`config.mk`:
```
export PLATFORM = sky130hd
export DESIGN_NAME = arm_ctrl_fsm_flat
export DESIGN_NICKNAME = d
export VERILOG_FILES = /design/src/rtl/arm_ctrl_fsm_if.sv /design/src/rtl/arm_ctrl_fsm.sv /design/src/flat_wrapper.sv
export SDC_FILE = /design/constraint.sdc
export NUM_CORES = 1
export LEC_CHECK = 0
export BUFFER_PORTS_ARGS = -buffer_cell sky130_fd_sc_hd__buf_2
export CAP_MARGIN = 0
export CORE_UTILIZATION = 45
export CTS_CLUSTER_SIZE = 14
export DETAILED_ROUTE_END_ITERATION = 12
export PLACE_DENSITY_LB_ADDON = 0.15
export SLEW_MARGIN = 20
export SYNTH_ARGS = -nofsm -noshare
export SYNTH_HDL_FRONTEND = slang
export SYNTH_SLANG_ARGS = --single-unit
```
`constraint.sdc`:
```
create_clock -name clk -period 1.7 [get_ports clk]
set_input_delay 0.085 -clock clk [delete_from_list [all_inputs] [get_ports clk]]
set_output_delay 0.085 -clock clk [all_outputs]
set_load 0.01 [all_outputs]
```
`src/rtl/arm_ctrl_fsm_if.sv`:
```
`default_nettype none
// ============================================================================
// Module   : arm_ctrl_fsm_if
// Brief    : Control-sequencer bundle: fetch/data handshakes, decoder enables,
//            commit enables and status.
// Revision : 1.0
// ============================================================================
interface arm_ctrl_fsm_if #(
  parameter int CNT_W = 32
);
  logic              imem_req;
  logic              imem_ack;
  logic [31:0]       imem_rdata;
  logic [31:0]       inst;
  logic              cond_pass;
  logic              dec_rd_we;
  logic              dec_pc_we;
  logic              dec_cpsr_we;
  logic              rf_rd_we;
  logic              rf_pc_we;
  logic              rf_cpsr_we;
  logic              pc_inc;
  logic              dmem_req;
  logic              dmem_we;
  logic              dmem_ack;
  logic              halt_req;
  logic              halted;
  logic              fault;
  logic [1:0]        fault_code;
  logic [2:0]        state;
  logic [CNT_W-1:0]  retired;

  modport master (
    output imem_req, inst, rf_rd_we, rf_pc_we, rf_cpsr_we, pc_inc,
           dmem_req, dmem_we, halted, fault, fault_code, state, retired,
    input  imem_ack, imem_rdata, cond_pass, dec_rd_we, dec_pc_we,
           dec_cpsr_we, dmem_ack, halt_req
  );

  modport slave (
    input  imem_req, inst, rf_rd_we, rf_pc_we, rf_cpsr_we, pc_inc,
           dmem_req, dmem_we, halted, fault, fault_code, state, retired,
    output imem_ack, imem_rdata, cond_pass, dec_rd_we, dec_pc_we,
           dec_cpsr_we, dmem_ack, halt_req
  );
endinterface
`default_nettype wire

```
`src/rtl/arm_ctrl_fsm.sv`:
```
`default_nettype none
// ============================================================================
// Module   : arm_ctrl_fsm
// Brief    : Multi-cycle FETCH/DECODE/EXECUTE/MEM/WRITEBACK sequencer with
//            handshake timeouts, halt and sticky fault reporting.
// Revision : 1.0
// ============================================================================
module arm_ctrl_fsm #(
  parameter int MEM_TIMEOUT = 16,
  parameter int CNT_W       = 32
) (
  input  wire logic     clk,
  input  wire logic     reset,
  arm_ctrl_fsm_if.master bus
);

  localparam logic [2:0] c_FETCH     = 3'd0;
  localparam logic [2:0] c_DECODE    = 3'd1;
  localparam logic [2:0] c_EXECUTE   = 3'd2;
  localparam logic [2:0] c_MEM       = 3'd3;
  localparam logic [2:0] c_WRITEBACK = 3'd4;
  localparam logic [2:0] c_HALTED    = 3'd5;
  localparam logic [2:0] c_FAULT     = 3'd6;

  localparam logic [1:0] c_FC_FETCH = 2'b01;
  localparam logic [1:0] c_FC_DATA  = 2'b10;
  localparam logic [1:0] c_FC_UNDEF = 2'b11;

  // Counter holds cycles already waited; the MEM_TIMEOUT-th cycle sees MEM_TIMEOUT-1.
  localparam int              c_WAIT_W    = (MEM_TIMEOUT < 2) ? 1 : $clog2(MEM_TIMEOUT);
  localparam logic [c_WAIT_W-1:0] c_WAIT_LAST = c_WAIT_W'(MEM_TIMEOUT - 1);

  logic [2:0]          r_state;
  logic [31:0]         r_inst;
  logic                r_cond_ok;
  logic [c_WAIT_W-1:0] r_wait;
  logic                r_fault;
  logic [1:0]          r_fault_code;
  logic [CNT_W-1:0]    r_retired;

  logic [2:0]          w_next;
  logic [c_WAIT_W-1:0] w_wait_nxt;
  logic [1:0]          w_code_nxt;
  logic                w_inst_ld;
  logic                w_in_wb;

  always_comb begin
    w_next     = r_state;
    w_wait_nxt = r_wait;
    w_code_nxt = r_fault_code;
    w_inst_ld  = 1'b0;
    case (r_state)
      c_FETCH: begin
        if (bus.imem_ack) begin
          w_next     = c_DECODE;
          w_wait_nxt = '0;
          w_inst_ld  = 1'b1;
        end else if (r_wait == c_WAIT_LAST) begin
          w_next     = c_FAULT;
          w_wait_nxt = '0;
          w_code_nxt = c_FC_FETCH;
        end else begin
          w_wait_nxt = r_wait + 1'b1;
        end
      end
      c_DECODE:  w_next = c_EXECUTE;
      c_EXECUTE: begin
        if (!bus.cond_pass) begin
          w_next = c_WRITEBACK;
        end else if (r_inst[27:26] == 2'b11) begin
          w_next     = c_FAULT;
          w_code_nxt = c_FC_UNDEF;
        end else if (r_inst[27:26] == 2'b01) begin
          w_next = c_MEM;
        end else begin
          w_next = c_WRITEBACK;
        end
      end
      c_MEM: begin
        if (bus.dmem_ack) begin
          w_next     = c_WRITEBACK;
          w_wait_nxt = '0;
        end else if (r_wait == c_WAIT_LAST) begin
          w_next     = c_FAULT;
          w_wait_nxt = '0;
          w_code_nxt = c_FC_DATA;
        end else begin
          w_wait_nxt = r_wait + 1'b1;
        end
      end
      c_WRITEBACK: w_next = bus.halt_req ? c_HALTED : c_FETCH;
      c_HALTED:    w_next = bus.halt_req ? c_HALTED : c_FETCH;
      c_FAULT:     w_next = c_FAULT;
      default:     w_next = c_FETCH;
    endcase
  end

  always_ff @(posedge clk) begin
    if (reset) begin
      r_state      <= c_FETCH;
      r_inst       <= '0;
      r_cond_ok    <= 1'b0;
      r_wait       <= '0;
      r_fault      <= 1'b0;
      r_fault_code <= 2'b00;
      r_retired    <= '0;
    end else begin
      r_state      <= w_next;
      r_wait       <= w_wait_nxt;
      r_fault_code <= w_code_nxt;
      if (w_next == c_FAULT) begin
        r_fault <= 1'b1;
      end
      if (w_inst_ld) begin
        r_inst <= bus.imem_rdata;
      end
      if (r_state == c_EXECUTE) begin
        r_cond_ok <= bus.cond_pass;
      end
      if (r_state == c_WRITEBACK) begin
        r_retired <= r_retired + 1'b1;
      end
    end
  end

  // Every combinational output is forced low while reset is held.
  assign w_in_wb = (r_state == c_WRITEBACK) && !reset && r_cond_ok;

  assign bus.imem_req   = (r_state == c_FETCH) && !reset;
  assign bus.dmem_req   = (r_state == c_MEM) && !reset;
  assign bus.dmem_we    = (r_state == c_MEM) && !reset && !r_inst[20];
  assign bus.halted     = (r_state == c_HALTED) && !reset;
  assign bus.rf_rd_we   = w_in_wb && bus.dec_rd_we;
  assign bus.rf_pc_we   = w_in_wb && bus.dec_pc_we;
  assign bus.rf_cpsr_we = w_in_wb && bus.dec_cpsr_we;
  assign bus.pc_inc     = (r_state == c_WRITEBACK) && !reset && !bus.rf_pc_we;

  assign bus.inst       = r_inst;
  assign bus.fault      = r_fault;
  assign bus.fault_code = r_fault_code;
  assign bus.state      = r_state;
  assign bus.retired    = r_retired;

endmodule
`default_nettype wire

```
`src/flat_wrapper.sv`:
```
// flat-port wrapper written by rule: the top's interface ports become plain ports
module arm_ctrl_fsm_flat 
#(
  parameter int MEM_TIMEOUT = 16,
  parameter int CNT_W       = 32
)
  (clk, reset, bus_imem_req, bus_inst, bus_rf_rd_we, bus_rf_pc_we, bus_rf_cpsr_we, bus_pc_inc, bus_dmem_req, bus_dmem_we, bus_halted, bus_fault, bus_fault_code, bus_state, bus_retired, bus_imem_ack, bus_imem_rdata, bus_cond_pass, bus_dec_rd_we, bus_dec_pc_we, bus_dec_cpsr_we, bus_dmem_ack, bus_halt_req);
  arm_ctrl_fsm_if #(.CNT_W(CNT_W)) bus_i ();
  input  wire logic clk;
  input  wire logic reset;
  output wire logic [$bits(bus_i.imem_req)-1:0] bus_imem_req;
  output wire logic [$bits(bus_i.inst)-1:0] bus_inst;
  output wire logic [$bits(bus_i.rf_rd_we)-1:0] bus_rf_rd_we;
  output wire logic [$bits(bus_i.rf_pc_we)-1:0] bus_rf_pc_we;
  output wire logic [$bits(bus_i.rf_cpsr_we)-1:0] bus_rf_cpsr_we;
  output wire logic [$bits(bus_i.pc_inc)-1:0] bus_pc_inc;
  output wire logic [$bits(bus_i.dmem_req)-1:0] bus_dmem_req;
  output wire logic [$bits(bus_i.dmem_we)-1:0] bus_dmem_we;
  output wire logic [$bits(bus_i.halted)-1:0] bus_halted;
  output wire logic [$bits(bus_i.fault)-1:0] bus_fault;
  output wire logic [$bits(bus_i.fault_code)-1:0] bus_fault_code;
  output wire logic [$bits(bus_i.state)-1:0] bus_state;
  output wire logic [$bits(bus_i.retired)-1:0] bus_retired;
  input wire logic [$bits(bus_i.imem_ack)-1:0] bus_imem_ack;
  input wire logic [$bits(bus_i.imem_rdata)-1:0] bus_imem_rdata;
  input wire logic [$bits(bus_i.cond_pass)-1:0] bus_cond_pass;
  input wire logic [$bits(bus_i.dec_rd_we)-1:0] bus_dec_rd_we;
  input wire logic [$bits(bus_i.dec_pc_we)-1:0] bus_dec_pc_we;
  input wire logic [$bits(bus_i.dec_cpsr_we)-1:0] bus_dec_cpsr_we;
  input wire logic [$bits(bus_i.dmem_ack)-1:0] bus_dmem_ack;
  input wire logic [$bits(bus_i.halt_req)-1:0] bus_halt_req;
  assign bus_imem_req = bus_i.imem_req;
  assign bus_inst = bus_i.inst;
  assign bus_rf_rd_we = bus_i.rf_rd_we;
  assign bus_rf_pc_we = bus_i.rf_pc_we;
  assign bus_rf_cpsr_we = bus_i.rf_cpsr_we;
  assign bus_pc_inc = bus_i.pc_inc;
  assign bus_dmem_req = bus_i.dmem_req;
  assign bus_dmem_we = bus_i.dmem_we;
  assign bus_halted = bus_i.halted;
  assign bus_fault = bus_i.fault;
  assign bus_fault_code = bus_i.fault_code;
  assign bus_state = bus_i.state;
  assign bus_retired = bus_i.retired;
  assign bus_i.imem_ack = bus_imem_ack;
  assign bus_i.imem_rdata = bus_imem_rdata;
  assign bus_i.cond_pass = bus_cond_pass;
  assign bus_i.dec_rd_we = bus_dec_rd_we;
  assign bus_i.dec_pc_we = bus_dec_pc_we;
  assign bus_i.dec_cpsr_we = bus_dec_cpsr_we;
  assign bus_i.dmem_ack = bus_dmem_ack;
  assign bus_i.halt_req = bus_halt_req;
  arm_ctrl_fsm #(.MEM_TIMEOUT(MEM_TIMEOUT), .CNT_W(CNT_W)) u_core (.clk(clk), .reset(reset), .bus(bus_i));
endmodule
```
==> results of run 1 <==
[final timing paths]
kind | to | start | slack (ps)
setup reg to reg | u_core.bus.retired[22] | u_core.bus.retired[0] | -20
setup / recovery | u_core.bus.retired[22] | u_core.bus.retired[0] | -20
hold / removal | u_core.r_cond_ok | bus_cond_pass | 50
hold reg to reg | u_core.bus.inst[29] | u_core.bus.inst[29] | 450
[layout make-up]
cell class | instances | area share (%)
Sequential cell | 75 | 29.90
Inverter | 9 | 0.6677
Timing Repair Buffer | 204 | 27.99
Clock buffer | 9 | 2.448
Clock inverter | 6 | 1.137
Multi-Input combinational cell | 291 | 35.48
Tap cell | 96 | 2.374
[worst register-to-register path: cells and delay by family, from the launching register on]
kind,cells,cell delay (ps)
compound gates,1,140
flops,1,340
simple gates,3,830
fa+ha+maj,1,170
buf+inv,1,190
[routing by layer]
layer	global-route usage (%)	part of all wire (%)
met5	0	0
met4	9.985	1.3
met3	4.618	4.8
met2	44.18	50
met1	30.96	44
[metrics by stage]
stage,total power (W),setup TNS (ps),hold slack (ps),setup WS [ps]
2_1_floorplan,0.002160,-471.7,221.0,-78.14
3_3_place_gp,0.002350,-149.3,324.4,-41.99
3_5_place_dp,0.002360,-697.2,331.2,-100.7
4_1_cts,0.003739,-15.41,37.04,-12.84
5_1_grt,0.003948,-1225,72.36,-129.1
6_report,0.003784,-16.27,53.17,-16.27
[kinds of logic after synthesis]
group,Yosys count,share of synthesized area [%]
flip-flops,75,45.47
multiplexers,2,0.6442
AND/OR/NAND/NOR,180,28.38
adder cells (fa/ha/maj),2,0.7577
AO/OA/AOI/OAI,95,16.79
buffers and inverters,37,5.039
XOR/XNOR,11,2.918
[synth_stat cells (2+ instances only)]
master / instances
nand2_1: 80
dfxtp_1: 75
a21oi_1: 58
nor2_1: 21
clkbuf_1: 20
or3_1: 12
o21ai_0: 11
o31ai_1: 11
nand3_1: 10
nand4_1: 10
or4_1: 10
and3_1: 9
inv_1: 9
xor2_1: 8
and4_1: 6
nor2b_1: 5
a211oi_1: 3
buf_1: 3
buf_6: 3
nor3_1: 3
xnor2_1: 3
a21o_1: 2
a221oi_1: 2
a22oi_1: 2
ha_1: 2
nand2b_1: 2
nand3b_1: 2
nor4_1: 2
nor4bb_1: 2
[registers in the layout (all words and copies together) (netlist names)]
signal / flops
u_core.r_wait: 4
u_core.bus.fault: 1
u_core.bus.state: 3
u_core.r_cond_ok: 1
u_core.bus.inst: 32
u_core.bus.retired: 32
u_core.bus.fault_code: 2
[power by group through the flow]
stage,clock network [W],logic [W],registers (W)
CTS,0.00135,0.000520,0.00187
global placement,0,0.000444,0.00191
global route,0.00144,0.000630,0.00188
finish,0.00132,0.000587,0.00187
detailed placement,0,0.000453,0.00191
floorplan,0,0.000227,0.00193
[repair_timing]
item                                    in CTS  in global routing
endpoints found under the setup margin      17                 34
pin swaps                                    5                 12
hold buffers                                32                  0
setup buffers                                4                  5
endpoints found under the hold margin       32                  0
gates resized for setup                     16                 30
cloned                                       1                  2
==> flow_summary.json, run 1 <==
{
  "maxCapViolCount": 0,
  "status": "complete, but fails checks",
  "synth_cell_types": 45,
  "setup_ws_ps": -16.27,
  "fin_area_sq_mm": 0.005060,
  "io_pins": 119,
  "die_width_um": 87.66,
  "grt_start_max_net_pins": 33,
  "cts.clk_slew.worst_paths_ps": 80,
  "h-tree-depth": 3,
  "cp_max_fo": 6,
  "p_leak_nw": 2.283,
  "gp_congestion": 0.8390,
  "hpwl_mm": 6.140,
  "post_drt_via_cell_ratio": 5.281,
  "syn_nets": 445,
  "slew_headroom_pct": 72.62,
  "fin_util_pct": 72.86,
  "grt_pass1_wl_mm": 15.28,
  "grt_usage_pct": 25.33,
  "drive_gt1_share_pct": 37.54,
  "tritoncts": "built",
  "synthFlopType": "dfxtp_1",
  "critPathBufInv": 1,
  "overflow": 0,
  "synth_top_area_share_pct": 45.47,
  "cp-end-kind": "flip-flop",
  "worstSetupPathDepth": 6,
  "drtIter0Drc": 172,
  "p_comb_share_pct": 15.5,
  "worstMarginPinSlew_ps": 410.7,
  "hold_path_class": "in -> reg",
  "synth_top_area_cell": "dfxtp_1",
  "drc_errors": 0,
  "detail-route-antenna-nets": 0,
  "dp_cells": 631,
  "register_area_sq_mm": 0.001513,
  "area_delta_synth_final_pct": 53.24,
  "routedWlPerCell_um": 14.45,
  "max_stage_delay_ps": 510,
  "crit_required_ps": 1970,
  "rows": 30,
  "synth_area_leaders": "dfxtp_1 45%, nand2_1 9.1%, a21oi_1 8.8%",
  "p_seq_share_pct": 49.5,
  "synth_warnings": 0,
  "p_sw_share_pct": 26.93,
  "cts_max_path_buffers": 2,
  "maxSlewViolCount": 0,
  "synth_cells": 402,
  "critPathTopFamily": "simple AND/OR/NAND/NOR gates",
  "n_antenna_cell": 0,
  "synth_seq_cells": 75,
  "placed_area_sq_mm": 0.004237,
  "rsz0062_at_grt": "true",
  "die-area_sq_mm": 0.007684,
  "antenna_found_initial": 0,
  "layout_common_cells": "115 x buf_2, 80 x nand2_1, 68 x dfxtp_1",
  "grt_pass1_vias": 3449,
  "multi_input_area_sq_mm": 0.001795,
  "synth-edff-count": 0,
  "crit_slowest_cell": "or4_4",
  "final_common_cell": "buf_2",
  "initial_core_util_pct": 47.55,
  "io_buffers": 118,
  "crit_arrival_ps": 1990,
  "power_frac_clock_pct": 35.0,
  "criticalPathCategory": "reg -> reg",
  "fp.coreArea_sq_mm": 0.006944,
  "fp.dieH_um": 87.66,
  "final_cells": 690,
  "hold_viol": 0,
  "root_buffer": "clkbuf_8",
  "clock_sink_count": 75,
  "syn_area_per_cell_sq_um": 8.214,
  "insertion_delay_ps": 340,
  "violations": "negative setup slack",
  "skew_ps": 6.897,
  "startpoint_type": "flip-flop",
  "cts_buffers": 9,
  "yosysSeqAreaShare_pct": 45.47,
  "wl_mm": 9.969,
  "syn-cell-area_sq_mm": 0.003302,
  "vdd_drop_max_v": 0.0005601,
  "fillers": 563,
  "drt_first_pass_iters": 4,
  "switching_power_w": 0.001019,
  "max_freq_mhz": 582.7,
  "min_period_ps": 1716,
  "period_share_pct": 101.0,
  "worstPathCellList": "ha_2 -> nor4bb_4 -> buf_4 -> nand4_4 -> or4_4 -> a21oi_2",
  "min_path_cells": 3,
  "p_int_w": 0.002765,
  "async_flop_share_pct": 0,
  "nets": 633,
  "final-setup-viol-count": 1,
  "reg2reg_depth": 6,
  "cellPowerDensity_mw_per_mm2": 747.9,
  "via_count": 3644
}
No activity file was read; power rests on OpenSTA's default activity.
==> run 2: changes to the inputs <==
--- a/config.mk
+++ b/config.mk
@@ -7,7 +7,7 @@
 export LEC_CHECK = 0
 export BUFFER_PORTS_ARGS = -buffer_cell sky130_fd_sc_hd__buf_2
 export CAP_MARGIN = 0
-export CORE_UTILIZATION = 45
+export CORE_UTILIZATION = 37
 export CTS_CLUSTER_SIZE = 14
 export DETAILED_ROUTE_END_ITERATION = 12
 export PLACE_DENSITY_LB_ADDON = 0.15
==> run 2 against run 1 <==
The flow now finishes without violations; via count fell by 2.2%; worst setup slack improved by 26 ps; critical endpoint is now bus_rf_rd_we; sequential power barely moved; register-to-register slack improved by 30 ps; highest routed layer unchanged.
==> flow_summary.json, run 2 (same netlist as run 1, synthesis figures left out) <==
{
  "max_stage_delay_ps": 340,
  "final-setup-viol-count": 0,
  "io_pins": 119,
  "clock_sink_count": 75,
  "drive_gt1_share_pct": 37.86,
  "io_buffers": 118,
  "max_freq_mhz": 591.7,
  "worstPathCellList": "buf_4 -> buf_8 -> nor2b_4 -> nand2b_4 -> nor2_2 -> and3_1 -> buf_2",
  "n_antenna_cell": 0,
  "hold_path_class": "in -> reg",
  "p_seq_share_pct": 47.1,
  "critPathTopFamily": "simple AND/OR/NAND/NOR gates",
  "fp.dieH_um": 96.47,
  "switching_power_w": 0.0009819,
  "power_frac_clock_pct": 39.3,
  "r2r_slack_ps": 10,
  "vdd_drop_max_v": 0.0005266,
  "r2r-start": "u_core.bus.state[1]",
  "min_path_cells": 3,
  "p_sw_share_pct": 24.76,
  "antenna_found_initial": 0,
  "crit_slowest_cell": "dfxtp_2",
  "root_buffer": "clkbuf_8",
  "die_width_um": 96.47,
  "cp-end-kind": "output port",
  "post_drt_via_cell_ratio": 5.115,
  "insertion_delay_ps": 340,
  "slew_headroom_pct": 67.78,
  "die-area_sq_mm": 0.009306,
  "grt_usage_pct": 20.15,
  "skew_ps": 7.454,
  "drt_first_pass_iters": 4,
  "p_leak_nw": 2.267,
  "detail-route-antenna-nets": 0,
  "fillers": 774,
  "startpoint_type": "flip-flop",
  "final_common_cell": "buf_2",
  "via_count": 3565,
  "rsz0062_at_grt": "true",
  "min_period_ps": 1690,
  "cellPowerDensity_mw_per_mm2": 792.4,
  "cts_max_path_buffers": 2,
  "reg2reg_depth": 6,
  "gp_congestion": 0.7884,
  "routedWlPerCell_um": 13.56,
  "cts.clk_slew.worst_paths_ps": 80,
  "grt_start_max_net_pins": 33,
  "cp_max_fo": 13,
  "tritoncts": "built",
  "criticalPathCategory": "reg -> out",
  "hpwl_mm": 6.232,
  "period_share_pct": 99.42,
  "crit_required_ps": 1620,
  "cts_buffers": 9,
  "status": "finished clean",
  "maxCapViolCount": 0,
  "hold_viol": 0,
  "area_delta_synth_final_pct": 51.57,
  "pre_cts_ws_ps": -100.1,
  "grt_pass1_vias": 3190,
  "critPathBufInv": 3,
  "hold_path_end": "u_core.r_cond_ok",
  "fp.coreArea_sq_mm": 0.008678,
  "drc_errors": 0,
  "p_int_w": 0.002984,
  "overflow": 0,
  "maxSlewViolCount": 0,
  "setup_ws_ps": 9.822,
  "worstMarginPinSlew_ps": 483.3,
  "h-tree-depth": 3,
  "rows": 34,
  "initial_core_util_pct": 38.05,
  "hp-start": "bus_cond_pass",
  "drtIter0Drc": 115,
  "fin_util_pct": 57.67,
  "layout_common_cells": "119 x buf_2, 80 x nand2_1, 60 x dfxtp_1",
  "p_comb_share_pct": 13.6,
  "wl_mm": 9.451,
  "crit_arrival_ps": 1610,
  "nets": 627,
  "grt_pass1_wl_mm": 14.50,
  "r2r-end": "u_core.bus.fault"
}
run 2: layout make-up:
| cell class | instances | area (sq um) | share of cell area [%] |
|---|---|---|---|
| clock buffer | 12 | 155.1 | 3.100 |
| clock inverter | 4 | 72.57 | 1.450 |
| inverter | 9 | 33.78 | 0.6750 |
| multi-input combinational | 291 | 1764 | 35.25 |
| sequential | 75 | 1520 | 30.38 |
| tap | 108 | 135.1 | 2.700 |
| timing repair buffer | 198 | 1324 | 26.45 |
run 2: through the flow:
stage          instances  instance area [sq um]  hold slack (ps)  total power, W  TNS, ps
5_1_grt              697                   5005            35.43        0.004142   -770.4
6_report             697                   5005            37.65        0.003966        0
3_3_place_gp         643                   4264            324.9        0.002356   -18.61
4_1_cts              694                   4873            21.38        0.004008        0
3_5_place_dp         643                   4264            331.2        0.002366   -432.7
2_1_floorplan        402                   3323            221.0        0.002160   -471.7
run 2: worst max path at each step:
stage                            from                     end  slack (ps)  cells after the start
3_5_place_dp    u_core.bus.retired[0]  u_core.bus.retired[14]        -100                      7
5_1_grt         u_core.bus.retired[0]  u_core.bus.retired[14]         -80                      7
2_1_floorplan     u_core.bus.state[2]  u_core.bus.retired[31]         -80                      6
4_1_cts        u_core.bus.retired[10]  u_core.bus.retired[17]         0.9                      6
6_report          u_core.bus.state[1]            bus_rf_rd_we          10                      7
3_3_place_gp    u_core.bus.retired[0]  u_core.bus.retired[14]         -10                      7
run 2: per-layer routing:
metal | track usage, % | up-vias | wire length [um]
met3 | 5.243 | 11 | 586
met5 | 0 | - | 0
met4 | 8.701 | 0 | 112
li1 | - | 1784 | -
met1 | 24.15 | 1668 | 4139
met2 | 33.92 | 102 | 4612
run 2: worst register-to-register path: stages, from the launching register on:
cell	delay [ps]
dfxtp_2	340
buf_4	150
or3_4	370
buf_4	150
a211oi_1	210
a221oi_1	120
o32ai_2	270
run 2: timing repair:
item | CTS | global route
resized for setup | 10 | 33
cloned | 0 | 2
pin swaps | 1 | 13
hold buffers | 32 | 0
buffers inserted | 3 | 1
setup endpoints to repair | 16 | 29
endpoints found under the hold margin | 32 | 0
run 2: power by group through the flow:
| stage | Combinational, W | Sequential (W) | Clock, W |
|---|---|---|---|
| final | 0.000539 | 0.00187 | 0.00156 |
| after global routing | 0.000593 | 0.00188 | 0.00167 |
| after CTS | 0.000527 | 0.00187 | 0.00161 |
| after detailed placement | 0.000459 | 0.00191 | 0 |
| after global placement | 0.000452 | 0.00190 | 0 |
| after floorplan | 0.000227 | 0.00193 | 0 |
